--- src/rtl/prom_reader_pkg.sv ---
// Shared types and default geometry for the 5610-family PROM sweep reader.
package prom_reader_pkg;

    localparam int DEF_ADDR_W = 5;
    localparam int DEF_DATA_W = 8;
    localparam int PROM_DEPTH = 2 ** DEF_ADDR_W;

    typedef enum logic [2:0] {
        ST_IDLE,
        ST_ACCESS,
        ST_CAPTURE,
        ST_PRESENT,
        ST_FINISH
    } state_e;

endpackage

--- src/rtl/prom_reader_wait.sv ---
// prom_wait_timer: loadable down-counter with a zero flag; times the PROM access window.
module prom_wait_timer #(
    parameter int CNT_W = 4
) (
    input  logic             clk,
    input  logic             reset_n,
    input  logic             load,
    input  logic [CNT_W-1:0] load_val,
    input  logic             dec,
    output logic             zero
);

    logic [CNT_W-1:0] cnt_q, cnt_d;

    always_comb begin
        cnt_d = cnt_q;
        if (load) begin
            cnt_d = load_val;
        end else if (dec && (cnt_q != '0)) begin
            cnt_d = cnt_q - 1'b1;
        end
    end

    always_ff @(posedge clk or negedge reset_n) begin
        if (!reset_n) cnt_q <= '0;
        else          cnt_q <= cnt_d;
    end

    assign zero = (cnt_q == '0);

endmodule

--- src/rtl/prom_reader.sv ---
// Sweeps every PROM location, waits the access time, and streams bytes out over valid/ready.
// Optional running checksum is built only when PROM_READER_CHECKSUM_EN is defined.
module prom_reader
    import prom_reader_pkg::*;
#(
    parameter int ADDR_W      = DEF_ADDR_W,
    parameter int DATA_W      = DEF_DATA_W,
    parameter int WAIT_CYCLES = 2
) (
    input  logic              clk,
    input  logic              reset_n,
    input  logic              start,
    output logic [ADDR_W-1:0] prom_a,
    output logic              prom_ce_n,
    input  logic [DATA_W-1:0] prom_d,
    output logic              out_valid,
    input  logic              out_ready,
    output logic [DATA_W-1:0] out_data,
    output logic [ADDR_W-1:0] out_addr,
    output logic              busy,
    output logic              done,
    output logic [DATA_W-1:0] checksum
);

    localparam int CNT_W = 4;
    localparam logic [CNT_W-1:0]  WAIT_LOAD = CNT_W'(WAIT_CYCLES - 1);
    localparam logic [ADDR_W-1:0] LAST_ADDR = {ADDR_W{1'b1}};

    state_e            state_q, state_d;
    logic [ADDR_W-1:0] addr_q, addr_d;
    logic [DATA_W-1:0] out_data_q, out_data_d;
    logic [ADDR_W-1:0] out_addr_q, out_addr_d;
    logic              ce_n_q, ce_n_d;
    logic              valid_q, valid_d;
    logic              busy_q, busy_d;
    logic              done_q, done_d;
    logic              tmr_load, tmr_dec, tmr_zero;

    prom_wait_timer #(.CNT_W(CNT_W)) u_wait (
        .clk      (clk),
        .reset_n  (reset_n),
        .load     (tmr_load),
        .load_val (WAIT_LOAD),
        .dec      (tmr_dec),
        .zero     (tmr_zero)
    );

    always_comb begin
        state_d    = state_q;
        addr_d     = addr_q;
        out_data_d = out_data_q;
        out_addr_d = out_addr_q;
        tmr_load   = 1'b0;
        tmr_dec    = 1'b0;
        case (state_q)
            ST_IDLE: begin
                if (start) begin
                    addr_d   = '0;
                    tmr_load = 1'b1;
                    state_d  = ST_ACCESS;
                end
            end
            ST_ACCESS: begin
                if (tmr_zero) state_d = ST_CAPTURE;
                else          tmr_dec = 1'b1;
            end
            ST_CAPTURE: begin
                out_data_d = prom_d;
                out_addr_d = addr_q;
                state_d    = ST_PRESENT;
            end
            ST_PRESENT: begin
                if (out_ready) begin
                    if (addr_q == LAST_ADDR) begin
                        state_d = ST_FINISH;
                    end else begin
                        addr_d   = addr_q + 1'b1;
                        tmr_load = 1'b1;
                        state_d  = ST_ACCESS;
                    end
                end
            end
            ST_FINISH: state_d = ST_IDLE;
            default:   state_d = ST_IDLE;
        endcase
    end

    // Outputs are decoded from the next state so every port comes straight off a flop.
    always_comb begin
        ce_n_d  = !((state_d == ST_ACCESS) || (state_d == ST_CAPTURE));
        valid_d = (state_d == ST_PRESENT);
        busy_d  = (state_d != ST_IDLE);
        done_d  = (state_d == ST_FINISH);
    end

    always_ff @(posedge clk or negedge reset_n) begin
        if (!reset_n) begin
            state_q    <= ST_IDLE;
            addr_q     <= '0;
            out_data_q <= '0;
            out_addr_q <= '0;
            ce_n_q     <= 1'b1;
            valid_q    <= 1'b0;
            busy_q     <= 1'b0;
            done_q     <= 1'b0;
        end else begin
            state_q    <= state_d;
            addr_q     <= addr_d;
            out_data_q <= out_data_d;
            out_addr_q <= out_addr_d;
            ce_n_q     <= ce_n_d;
            valid_q    <= valid_d;
            busy_q     <= busy_d;
            done_q     <= done_d;
        end
    end

`ifdef PROM_READER_CHECKSUM_EN
    logic [DATA_W-1:0] sum_q, sum_d;

    always_comb begin
        sum_d = sum_q;
        if ((state_q == ST_IDLE) && start) sum_d = '0;
        else if (state_q == ST_CAPTURE)    sum_d = sum_q + prom_d;
    end

    always_ff @(posedge clk or negedge reset_n) begin
        if (!reset_n) sum_q <= '0;
        else          sum_q <= sum_d;
    end

    assign checksum = sum_q;
`else
    assign checksum = '0;
`endif

    assign prom_a    = addr_q;
    assign prom_ce_n = ce_n_q;
    assign out_valid = valid_q;
    assign out_data  = out_data_q;
    assign out_addr  = out_addr_q;
    assign busy      = busy_q;
    assign done      = done_q;

endmodule

--- config.mk ---
export PLATFORM = sky130hd
export DESIGN_NAME = prom_reader
export DESIGN_NICKNAME = d
export VERILOG_FILES = /design/src/rtl/prom_reader_pkg.sv /design/src/rtl/prom_reader_wait.sv /design/src/rtl/prom_reader.sv
export SDC_FILE = /design/constraint.sdc
export NUM_CORES = 1
export LEC_CHECK = 0
export ABC_AREA = 0
export CORE_MARGIN = 2
export CORE_UTILIZATION = 50
export CTS_BUF_LIST = sky130_fd_sc_hd__clkbuf_4 sky130_fd_sc_hd__clkbuf_8 sky130_fd_sc_hd__clkbuf_16
export DETAILED_ROUTE_END_ITERATION = 6
export DONT_BUFFER_PORTS = 1
export GPL_TIMING_DRIVEN = 0
export PLACE_DENSITY = 0.69
export SLEW_MARGIN = 20
export SYNTH_ARGS = -nofsm -noshare
export SYNTH_HDL_FRONTEND = slang
export SYNTH_SLANG_ARGS = --single-unit
--- constraint.sdc ---
create_clock -name clk -period 2.75 [get_ports clk]
set_input_delay 0.55 -clock clk [delete_from_list [all_inputs] [get_ports clk]]
set_output_delay 0.55 -clock clk [all_outputs]
set_load 0.02 [all_outputs]
# --- Word level (Yosys, flattened, before mapping) ---
# Index checks and enable logic that the tools add are counted.
totals:
  ff_bits: 29
  inputBits: 12
op_classes:
  addsub: 2
  n_eq_ne: 11
  muxes: 17
  reduce_logical: 10
op_table:
  columns: ["op", "count"]
  rows:
  - ["two-way mux 5 bit", 3]
  - ["== test 3 x 2 -> 1 bit (second input constant)", 4]
  - ["two-way mux 3 bit", 4]
  - ["case mux 3 bit (4 select lines)", 1]
  - ["case mux 5 bit (2 select lines)", 1]
  - ["two-way mux 4 bit", 2]
  - ["== test 3 x 1 -> 1 bit (second input constant)", 2]
  - ["!= test 2 bit (second input constant)", 3]
  - ["adder 5 x 1 -> 5 bit (second input constant)", 1]
  - ["== test 5 bit (second input constant)", 1]
  - ["two-way mux 1 bit", 5]
  - ["logical NOT 4 bit", 1]
  - ["AND reduction 4 bit", 1]
  - ["nonzero test 2 bit", 2]
  - ["nonzero test 4 bit", 1]
  - ["subtractor 4 x 1 -> 4 bit (second input constant)", 1]
  - ["== test 3 bit (second input constant)", 1]
  - ["logical NOT 3 bit", 1]
  - ["nonzero test 3 bit", 1]
  - ["case mux 1 bit (2 select lines)", 1]
  - ["logical AND 1 bit", 1]
  - ["logical NOT 1 bit", 1]
  - ["logical OR 1 bit", 1]

# --- Depth between registers and ports, before layout ---
logic_depth:
  word_depth: 7
  depth_mapped: 6
  mapped_depth_nobuf: 6

# --- Hierarchy ---
# From an unflattened synthesis, not the netlist that was laid out.
unflattened:
  cells_unflattened: 119
  area_unflattened_um2: 1442.6
modules_own_cells:
  columns: ["mod", "instances", "cells_each", "area_per_inst_um2", "seq_area_each_um2"]
  rows:
  - ["prom_reader", 1, 92, 1172.4, 626.9]
  - ["prom_wait_timer", 1, 27, 270.3, 100.1]

# --- Worst setup path after synthesis ---
# Ideal clock, no wire load.
synth_path:
  path_kind: "register to register"
  from: "reg addr_q[0] (netlist: prom_a[0])"
  to: "reg addr_q[0] (netlist: prom_a[0])"
  arrival_ns: 1.951
  t_required_ns: 2.625
  slack_ns: 0.674
  stages_incl_launch_ff: 7
  path_cell_list: "dfrtp_1 > ha_1 > and3_1 > ha_1 > nand4b_1 > a21oi_4 > mux2_2"
synth_between:
  elab_chain_cells: 4
  word_cells_on_any_way: 7
synth_rtl:
  columns: ["element", "line_no", "source"]
  rows:
  - ["start, declared", "prom_reader.sv:30", "logic [ADDR_W-1:0] addr_q, addr_d;"]
  - ["start signal, assigned", "prom_reader.sv:108", "addr_q <= addr_d;"]
  - ["adder 5 x 1 -> 5 bit", "prom_reader.sv:77", "addr_d = addr_q + 1'b1;"]
  - ["two-way mux 5 bit", "prom_reader.sv:74", "if (addr_q == LAST_ADDR) begin"]
  - ["two-way mux 5 bit", "prom_reader.sv:73", "if (out_ready) begin"]
  - ["case mux 5 bit (2 select lines)", "prom_reader.sv:55", "case (state_q)"]
# Parallel ways exist; a longest one is shown, timed or not. The select of a mux whose other input is x is not followed.
# A chain may end at the register's enable or synchronous reset.

# --- Worst setup path after layout ---
# Ends and elaborated chain as after synthesis.

==> flow_results.org <==
** Critical path
- Critical Path Start :: prom_a[0]
- Arrival time of the worst setup path :: 2.51 ns
- Setup slack, reg-to-reg :: 0.45 ns
- The critical path ends at prom_a[0].
- In this run the worst path has a maximum fanout of 7.
- In this run the critical register-to-register path is captured at prom_a[0].
- In this run the critical register-to-register path is launched from prom_a[0].
- STA classifies the critical path endpoint as a flip-flop.
- Counting cells, the worst reg-to-reg path comes to 6.
- At the worst endpoint, the required time is 2.96 ns.
- Worst Path Class, Setup :: flip-flop to flip-flop
- Startpoint type of the worst setup path :: flip-flop

** GRT
- Global-route met3 utilization :: 0.0922
- The initial antenna violation count is 0.
- For met2 alone, demand over resource in global routing was 0.231.
- Wire length of the first global-routing pass :: 3960 um
- The global routing stage identified its most utilized layer as met2.
- Entering global routing, the biggest net connects 29 pins.
- Met1 track demand over resource in global routing :: 0.205
- The via count of the first global-routing pass came to 843.
- GRT Overall Usage :: 0.164
- Total congestion overflow after global routing :: 0

** Timing
- Largest clock skew in the final design :: 0.00683 ns
- In this run the tightest slew margin relative to its limit is 0.443.
- Setup repair after global routing left no endpoint under its margin.
- Number of slew-limit violations in the final report :: 0
- At the pin with the least slew margin, the transition time is 0.834 ns.
- The smallest clock period supported by the final layout is computed as 2.30 ns.
- In the finished design, the share of the clock period the worst path needs comes to 0.838.
- Based on the critical path, the design can be clocked at up to 434 MHz.
- Adding up every negative setup slack in the final design gives 0 ns.
- # setup viols final :: 0
- The hold violation total from the final report is 0.

** Pwr
- Share of power burned in the clock network :: 0.161
- The analysis attributes to cell leakage a power of 0.732 nW.
- Power Density :: 986 nW/um2
- Sw Ratio :: 0.393
- Max VDD drop :: 0.646 mV
- The share of total power dissipated in sequential elements is 0.525.
- The share of total power dissipated in combinational logic is 0.314.
- The internal power of the cells totals 0.000917 W.
- For this design the total switching power over the nets is 0.000593 W.
- Total power draw :: 0.00151 W

** Route
- Dividing the detail-routed wire length by the instance count gives 13.8 um.
- The detailed router finished its first iteration with 14 violations.
- The pre-antenna-repair detailed-routing pass consisted of 4 iterations.
- Remaining design rule violation count :: 0
- Wires add up to 2300 um.
- The routed layout has 897 vias.
- Using the TritonRoute via totals, the vias-per-cell ratio works out to 5.40.
- Once detail routing completed, the nets flagged for antenna violations numbered 0.

** Clock tree
- Number of buffers on the longest clock path :: 2
- The clock drives 29 sinks.
- Setup bufs post-CTS :: 0
- Number of CTS-inserted buffers :: 5
- The H-tree was split into 2 levels.
- The root buffer cell chosen for the clock tree is clkbuf_4.
- TritonCTS built the clock tree.
- Count of hold buffers inserted by post-cts repair :: 1
- Total of cells resized after clock tree synthesis :: 0
- Clock Latency Late Sink :: 0.32 ns
- Clock-pin slew was measured on the worst setup and hold paths at 0.09 ns.

** Job
- Max-cap violations in this run came to 0.

** Place
- Input and output buffers added on the ports amount to 0.
- Detailed placement finished with a half-perimeter wire length of 1660 um.
- Number of instances in the placed design :: 157
- At the end of routability-driven placement, the weighted congestion stood at 0.800.

** Logic synthesis
- Mean instance size in the synthesized netlist :: 11.7 um2
- Count leader, synth :: dfrtp_1
- Synthesis produced a netlist whose cell count is 119.
- Synth cell types :: 34
- Cell area after synthesis :: 1390 um2
- Of the synthesized area, sequential elements account for 0.523.
- Fraction of registers with async set/reset :: 1.00
- Synthesis inferred 29 register bits.
- The commonest cells after synthesis are 28 x dfrtp_1, 16 x mux2_2, 8 x buf_4.
- Yosys top cell area share :: 0.504
- Summed over all instances, the cell type with the most area after synthesis is dfrtp_1.
- The synthesized design contains 0 enable-type register cells.
- For this run, the number of Yosys warnings is 0.
- Most common flop cell mapped by yosys :: dfrtp_1
- By area the synthesized netlist is led by dfrtp_1 50%, mux2_2 13%, buf_4 4.3%.

** Floorplan
- Area inside the core boundary :: 2690 um2
- Measured along the y axis, the die boundary spans 56.7 um.
- Initial Util :: 0.517
- Area enclosed by the die boundary :: 3220 um2
- Horiz. Die Dim :: 56.7 um
- Row Count :: 19
- For this design the top-level I/O count stands at 42.

** Final layout
- After the flow finishes, the layout carries non-filler instances totaling 166.
- For this run, the post-layout net count is 150.
- In the final layout, the share of cells above drive strength 1 is 0.311.
- Total inserted antenna cells :: 0
- Compared with the post-synthesis result, the final layout area differs by 10.1%.
- Post-layout util :: 0.570

** Status
- The flow ran to the end, and the final reports show no timing, DRC or antenna violations.

** Worst hold path
- Class of the tightest hold or removal check :: input port to async pin
## area by class of cell
cell class              count  area (um2)
flip-flops and latches     29         727
multi-input cells          80         586
plain buffers              13        88.8
fillers                   241        1160
clock inverters             2        10.0
clock buffers               6        45.0
well taps                  31        38.8
inverters                   4        15.0
repair buffers              1        20.0
## flip-flops by register name, indices dropped and copies added (netlist names)
| signal | cells |
|---|---|
| out_data | 8 |
| out_addr | 5 |
| prom_a | 5 |
| u_wait.cnt_q | 4 |
| state_q | 3 |
| busy | 1 |
| done | 1 |
| out_valid | 1 |
| prom_ce_n | 1 |
## critical path: stages (launching register included)
cell and delay (ns):
dfrtp_1 0.51, ha_1 0.27, and3_1 0.19, ha_1 0.21, nand4b_1 0.32, a21oi_4 0.32
mux2_2 0.36
## worst min-delay path by stage
| stage | from | endpoint | slack (ns) | depth (start not counted) |
|---|---|---|---|---|
| after global routing | reset_n | out_addr[1] | 0.02 | 1 |
| final | reset_n | prom_a[2] | 0.04 | 1 |
| after CTS | reset_n | out_data[1] | 0.03 | 1 |
| after global placement | reset_n | out_data[3] | 0.25 | 0 |
| after detailed placement | reset_n | out_data[1] | 0.25 | 0 |
| after floorplan | reset_n | busy | 0.25 | 0 |
## stage by stage
step | hold WS, ns | instance area, um2 | worst slack [ns]
detailed placement | 0.255 | 1460 | 0.466
floorplan | 0.254 | 1420 | 0.674
global route | 0.0209 | 1530 | 0.273
finish | 0.0399 | 1530 | 0.446
CTS | 0.0286 | 1530 | 0.442
global placement | 0.255 | 1460 | 0.479
## cell usage in the layout (no fill, tap or decap), types with 3 or more instances in the layout
cell type / instances
conb_1: 8
nand3_1: 4
mux2_2: 16
nand2_1: 4
o21ai_0: 4
ha_1: 4
and3_1: 3
inv_1: 4
dfrtp_1: 28
a21oi_1: 5
buf_4: 8
nor2_1: 7
clkbuf_4: 6
## logic make-up after synthesis
logic type | share of synthesized area
and+or+nand+nor | 0.164
DFF | 0.523
buffers and inverters | 0.0747
muxes | 0.130
AOI/OAI and AO/OA | 0.0702
adders and majority gates | 0.0360
other | 0.00270
## routing by layer
layer | up-vias | part of all wire | wire length [um]
li1 | 437 | - | -
met4 | 0 | 0.017 | 40
met3 | 5 | 0.054 | 125
met5 | - | 0 | 0
met2 | 20 | 0.48 | 1110
met1 | 435 | 0.44 | 1020
## power groups by stage
stage,Combinational (W),Clock (W),Sequential (W)
2_1_floorplan,0.000395,0,0.000776
3_3_place_gp,0.000442,0,0.000798
3_5_place_dp,0.000464,0,0.000804
4_1_cts,0.000477,0.000257,0.000796
5_1_grt,0.000538,0.000272,0.000812
6_report,0.000474,0.000243,0.000792
Note: power is estimated with default switching activity, not from simulation.
